`config.mk`:
```
export PLATFORM = sky130hd
export DESIGN_NAME = s_mem_stream_reader
export DESIGN_NICKNAME = d
export VERILOG_FILES = /design/src/rtl/s_mem_pkg.sv /design/src/rtl/s_mem_read_latency_ctr.sv /design/src/rtl/s_mem_stream_reader.sv
export SDC_FILE = /design/constraint.sdc
export NUM_CORES = 1
export LEC_CHECK = 0
export CORE_MARGIN = 2
export CORE_UTILIZATION = 51
export DETAILED_ROUTE_END_ITERATION = 12
export GPL_ROUTABILITY_DRIVEN = 0
export PLACE_DENSITY = 0.76
export RECOVER_POWER = 50
export SLEW_MARGIN = 20
export SYNTH_ARGS = -nofsm -noshare
export SYNTH_HDL_FRONTEND = slang
export SYNTH_SLANG_ARGS = --single-unit
export TNS_END_PERCENT = 30
```
`constraint.sdc`:
```
create_clock -name clk -period 3.45 [get_ports clk]
set_input_delay 0.69 -clock clk [delete_from_list [all_inputs] [get_ports clk]]
set_output_delay 0.69 -clock clk [all_outputs]
set_load 0.01 [all_outputs]
```
`src/rtl/s_mem_pkg.sv`:
```
// rtl/s_mem_pkg.sv - shared S-memory widths and reader state encoding
package s_mem_pkg;

    localparam int S_ADDR_W    = 8;
    localparam int S_DATA_W    = 8;
    localparam int S_MEM_DEPTH = 256;

    typedef enum logic [2:0] {
        IDLE    = 3'd0,
        ISSUE   = 3'd1,
        WAIT    = 3'd2,
        PRESENT = 3'd3,
        DONE    = 3'd4
    } s_rd_state_t;

endpackage

```
`src/rtl/s_mem_read_latency_ctr.sv`:
```
// rtl/s_mem_read_latency_ctr.sv - loadable down-counter marking the end of a RAM read wait
//
// Ports:
//   clk, reset  clock and synchronous active-high reset
//   load_i      reload the counter with LATENCY-1 (asserted in the cycle before the wait)
//   expired_o   high while the counter is at zero, i.e. in the last wait cycle
module s_mem_read_latency_ctr #(
    parameter int LATENCY = 1,
    parameter int CNT_W   = 2
) (
    input  logic clk,
    input  logic reset,
    input  logic load_i,
    output logic expired_o
);

    logic [CNT_W-1:0] cnt_q, cnt_d;

    always_comb begin
        cnt_d = cnt_q;
        if (load_i) begin
            cnt_d = CNT_W'(LATENCY - 1);
        end else if (cnt_q != '0) begin
            cnt_d = cnt_q - CNT_W'(1);
        end
    end

    always_ff @(posedge clk) begin
        if (reset) begin
            cnt_q <= '0;
        end else begin
            cnt_q <= cnt_d;
        end
    end

    assign expired_o = (cnt_q == '0);

endmodule

```
`src/rtl/s_mem_stream_reader.sv`:
```
// rtl/s_mem_stream_reader.sv - sweeps a range of S memory and streams each byte with its address
//
// Optional feature macro: S_MEM_IDENTITY_CHECK_EN (flags the first byte whose value differs from its address)
//
// Ports:
//   clk, reset                    clock, synchronous active-high reset
//   start, base_addr, length      launch a sweep of length bytes from base_addr (IDLE/DONE only)
//   mem_address, mem_wren, mem_rdata   single-port RAM read path (never writes)
//   out_data, out_addr, out_valid, out_ready   byte stream to the consumer
//   busy, done                    sweep status
//   mismatch, mismatch_addr       identity-check result
module s_mem_stream_reader
    import s_mem_pkg::*;
#(
    parameter int ADDR_W       = S_ADDR_W,
    parameter int DATA_W       = S_DATA_W,
    parameter int READ_LATENCY = 1
) (
    input  logic              clk,
    input  logic              reset,
    input  logic              start,
    input  logic [ADDR_W-1:0] base_addr,
    input  logic [ADDR_W:0]   length,
    output logic [ADDR_W-1:0] mem_address,
    output logic              mem_wren,
    input  logic [DATA_W-1:0] mem_rdata,
    output logic [DATA_W-1:0] out_data,
    output logic [ADDR_W-1:0] out_addr,
    output logic              out_valid,
    input  logic              out_ready,
    output logic              busy,
    output logic              done,
    output logic              mismatch,
    output logic [ADDR_W-1:0] mismatch_addr
);

    localparam logic [ADDR_W:0] MAX_LEN = {1'b1, {ADDR_W{1'b0}}};

    s_rd_state_t       state_q, state_d;
    logic [ADDR_W-1:0] base_q, base_d;
    logic [ADDR_W:0]   len_q, len_d;
    logic [ADDR_W:0]   off_q, off_d;
    logic [ADDR_W:0]   off_next;
    logic [ADDR_W:0]   len_clamped;
    logic [ADDR_W-1:0] mem_address_q, mem_address_d;
    logic [DATA_W-1:0] out_data_q, out_data_d;
    logic [ADDR_W-1:0] out_addr_q, out_addr_d;
    logic              out_valid_q, out_valid_d;
    logic              busy_q, busy_d;
    logic              done_q, done_d;
    logic              start_ok;
    logic              capture;
    logic              lat_load;
    logic              lat_expired;

    s_mem_read_latency_ctr #(
        .LATENCY (READ_LATENCY),
        .CNT_W   (2)
    ) u_lat_ctr (
        .clk       (clk),
        .reset     (reset),
        .load_i    (lat_load),
        .expired_o (lat_expired)
    );

    assign start_ok    = start && (state_q == IDLE || state_q == DONE);
    assign len_clamped = (length > MAX_LEN) ? MAX_LEN : length;
    assign off_next    = off_q + (ADDR_W+1)'(1);
    assign capture     = (state_q == WAIT) && lat_expired;
    assign lat_load    = (state_q == ISSUE);

    // The address register is loaded on the edge that enters ISSUE, so the RAM
    // already sees a stable address during ISSUE and the data arrives by the
    // end of the READ_LATENCY wait cycles.
    always_comb begin
        state_d       = state_q;
        base_d        = base_q;
        len_d         = len_q;
        off_d         = off_q;
        mem_address_d = mem_address_q;
        out_data_d    = out_data_q;
        out_addr_d    = out_addr_q;
        out_valid_d   = out_valid_q;
        case (state_q)
            IDLE, DONE: begin
                if (start_ok) begin
                    base_d = base_addr;
                    len_d  = len_clamped;
                    off_d  = '0;
                    if (len_clamped == '0) begin
                        state_d = DONE;
                    end else begin
                        state_d       = ISSUE;
                        mem_address_d = base_addr;
                    end
                end
            end
            ISSUE: begin
                state_d = WAIT;
            end
            WAIT: begin
                if (capture) begin
                    out_data_d  = mem_rdata;
                    out_addr_d  = mem_address_q;
                    out_valid_d = 1'b1;
                    state_d     = PRESENT;
                end
            end
            PRESENT: begin
                if (out_ready) begin
                    out_valid_d = 1'b0;
                    off_d       = off_next;
                    if (off_next == len_q) begin
                        state_d = DONE;
                    end else begin
                        state_d       = ISSUE;
                        mem_address_d = base_q + off_next[ADDR_W-1:0];
                    end
                end
            end
            default: begin
                state_d = IDLE;
            end
        endcase
        busy_d = (state_d == ISSUE) || (state_d == WAIT) || (state_d == PRESENT);
        done_d = (state_q == DONE) && !start_ok;
    end

    always_ff @(posedge clk) begin
        if (reset) begin
            state_q       <= IDLE;
            base_q        <= '0;
            len_q         <= '0;
            off_q         <= '0;
            mem_address_q <= '0;
            out_data_q    <= '0;
            out_addr_q    <= '0;
            out_valid_q   <= 1'b0;
            busy_q        <= 1'b0;
            done_q        <= 1'b0;
        end else begin
            state_q       <= state_d;
            base_q        <= base_d;
            len_q         <= len_d;
            off_q         <= off_d;
            mem_address_q <= mem_address_d;
            out_data_q    <= out_data_d;
            out_addr_q    <= out_addr_d;
            out_valid_q   <= out_valid_d;
            busy_q        <= busy_d;
            done_q        <= done_d;
        end
    end

`ifdef S_MEM_IDENTITY_CHECK_EN
    logic              mm_q;
    logic [ADDR_W-1:0] mma_q;

    // Only the first failing address of a sweep is kept.
    always_ff @(posedge clk) begin
        if (reset) begin
            mm_q  <= 1'b0;
            mma_q <= '0;
        end else if (start_ok) begin
            mm_q  <= 1'b0;
            mma_q <= '0;
        end else if (capture && !mm_q && (mem_rdata != DATA_W'(mem_address_q))) begin
            mm_q  <= 1'b1;
            mma_q <= mem_address_q;
        end
    end

    assign mismatch      = mm_q;
    assign mismatch_addr = mma_q;
`else
    assign mismatch      = 1'b0;
    assign mismatch_addr = '0;
`endif

    assign mem_address = mem_address_q;
    assign mem_wren    = 1'b0;
    assign out_data    = out_data_q;
    assign out_addr    = out_addr_q;
    assign out_valid   = out_valid_q;
    assign busy        = busy_q;
    assign done        = done_q;

endmodule

```
==> flow_summary.toml <==
[sta]
worst_pin_slew_ns = 2.16
slew_headroom_pct = -43.8
finalHoldViolCount = 0
hold_ws_ns = 0.450
min_period_ns = 2.94
fin_skew_ns = 0.0120
setup-violations-final = 0
finalMaxSlewViolations = 52
setup_tns_ns = 0
rsz0062_at_grt = "no"
finalCritPeriodShare_pct = 85.1
max_freq_mhz = 341
fin_ws_ns = 0.514

[die]
fp.dieH_um = 82.6
coreArea_mm2 = 0.00596
start_util_pct = 52.9
rows = 28
ios = 66
dieArea_mm2 = 0.00682
die_w_um = 82.6

[yosys]
ys_seq_area_share_pct = 36.8
synth_area_leaders = "dfxtp_1, nand2_1, a21oi_1, ha_1, buf_4"
synth.distinct_cells = 53
synth_cells = 392
avgSynthCellArea_um2 = 8.04
synth_edf_count = 0
synth_top_cell_by_area = "dfxtp_1"
synth_top_area_share_pct = 36.8
synth_seq_cells = 58
async_flop_share_pct = 0
yosysWarnings = 0
netlist_area_mm2 = 0.00315
ys.flop_type = "dfxtp_1"

[clock_tree]
cts_num_sinks = 58
clkLatencyLatePin_ns = 0.34
root_buffer = "clkbuf_8"
cts_made_buffers = 9
post_cts_resized = 0
cts_hold_buf = 0
cts_setup_buffers = 0
htreeDepth = 3
cts_tree = "built"
clkTransAtPathRegs_ns = 0.07
cts_buffer_depth = 2

[finish]
final_cells = 515
nets = 474
multi_input_area_mm2 = 0.00179
mostFrequentLayoutCell = "nand2_1"
diodes = 0
register_area_mm2 = 0.00116
final_core_util_pct = 64.7
area_delta_synth_final_pct = 22.3
num-fill-cells = 520
drive_gt1_share_pct = 7.50
final_cell_mix = "nand2_1, dfxtp_1, a21oi_1, clkdlybuf4s50_1, nor2_1"

[run_status]
failed_checks = "max-capacitance violations, max-slew violations"
status = "finished with violations"

[grt]
antenna_found_initial = 0
grt_pass1_vias = 2513
grt_max_degree = 52
grt_usage_pct = 22.5
grt_overflow = 0
grt_pass1_wl_mm = 11.6

[setup_path]
critPathRequiredTime_ns = 3.72
cp.arrival_ns = 3.21
path_max_fanout = 10
cp-start-kind = "flip-flop"
criticalPathCategory = "reg -> reg"
end_kind = "flip-flop"

[routing]
wl_per_cell_um = 13.6
wl_met2_mm = 3.26
routed.top_layer = "met4"
drt-vias-per-instance = 5.37
num_vias = 2765
ant_nets = 0
met3_length_um = 406
drt_iter0_markers = 93
m1WireLength_mm = 3.17
drc = 0
drt_pre_antenna_iters = 4
wl_mm = 6.99

[min_path]
min_path_type = "reg -> reg"

[placed_design]
dp_hpwl_mm = 5.06
dp_slack_ns = 0.595
placedCellCount = 499
port-buffer-count = 55

[run]
maxCapViolations = 1

[power_and_ir_drop]
power_density_mw_per_mm2 = 492
peakVddDrop_mv = 0.297
p_leak_nw = 1.52
-- state kept, by name, indices dropped and copies added, names as in the netlist --
register and cells:
len_q 9, state_q 3, out_valid 1, done 1
busy 1, u_lat_ctr.cnt_q 2, off_q 9, mem_address 8
base_q 8, out_data 8, out_addr 8
-- path summary, 6_finish.rpt --
kind                                 start                           to  slack (ns)  cells past startpoint
setup / recovery     off_q[0]$_SDFFE_PP0P_  mem_address[7]$_SDFFE_PP0P_        0.51                     10
hold / removal    out_addr[1]$_SDFFE_PP0P_     out_addr[1]$_SDFFE_PP0P_        0.45                      2
setup reg to reg     off_q[0]$_SDFFE_PP0P_  mem_address[7]$_SDFFE_PP0P_        0.51                     10
hold reg to reg   out_addr[1]$_SDFFE_PP0P_     out_addr[1]$_SDFFE_PP0P_        0.45                      2
-- Yosys cell counts (2+ instances only) --
| library cell | number |
|---|---|
| o2111ai_1 | 2 |
| dfxtp_1 | 58 |
| nand2b_1 | 5 |
| nor2b_1 | 11 |
| xnor2_1 | 11 |
| a22oi_1 | 4 |
| nor4_1 | 2 |
| or2_2 | 3 |
| buf_2 | 5 |
| nand3b_1 | 10 |
| mux2i_1 | 3 |
| nand3_1 | 11 |
| nor3_1 | 5 |
| xor2_1 | 8 |
| mux2_4 | 6 |
| ha_1 | 9 |
| or2_1 | 2 |
| and2_1 | 2 |
| o21ai_0 | 12 |
| buf_4 | 13 |
| clkbuf_1 | 11 |
| nand2_1 | 83 |
| o21bai_1 | 3 |
| buf_1 | 3 |
| and3_1 | 4 |
| buf_6 | 3 |
| a21oi_1 | 50 |
| nor2_1 | 20 |
| a31oi_1 | 3 |
| inv_1 | 7 |
-- final cells by class --
cell class,count,area share [%]
Clock buffer,12,3.77
Clock inverter,4,1.95
Tap cell,75,2.44
Multi-Input combinational cell,301,46.4
Sequential cell,58,30.1
Timing Repair Buffer,58,14.6
Inverter,7,0.682
-- worst max-delay path: stages, from the launching register on --
cell	delay, ns
dfxtp_1	0.47
ha_1	0.43
nand3_1	0.23
xnor2_1	0.18
ha_1	0.35
nand2_1	0.12
o2111ai_1	0.18
o31ai_1	0.35
xnor2_1	0.14
a211o_1	0.30
mux2i_1	0.11
-- where the power goes --
part           switching (W)  internal [W]  total [W]
clock               0.000268      0.000427   0.000694
combinational       0.000229      0.000196   0.000425
sequential         0.0000435      0.000734   0.000777
-- cell families after synthesis --
logic type	after synthesis	share of synthesized area, %
muxes	9	3.81
AOI/OAI and AO/OA	85	16.3
DFF	58	36.8
buffers and inverters	42	7.46
and+or+nand+nor	168	26.0
adders and majority gates	10	4.21
other	1	0.119
xor gates and xnor gates	19	5.28
-- metal layers --
metal  vias up  GRT usage (%)
li1       1396              -
met1      1269           27.6
met2        83           37.7
met3        17           6.20
met4         0           8.03
met5         -              0
-- per-stage QoR --
step                      cell area [um^2]  total power [W]
after global routing                  3850          0.00200
after floorplan                       3190          0.00107
after detailed placement              3640          0.00122
final                                 3850          0.00190
after global placement                3640          0.00121
after CTS                             3860          0.00192
Power figures use the tool's default switching activity.
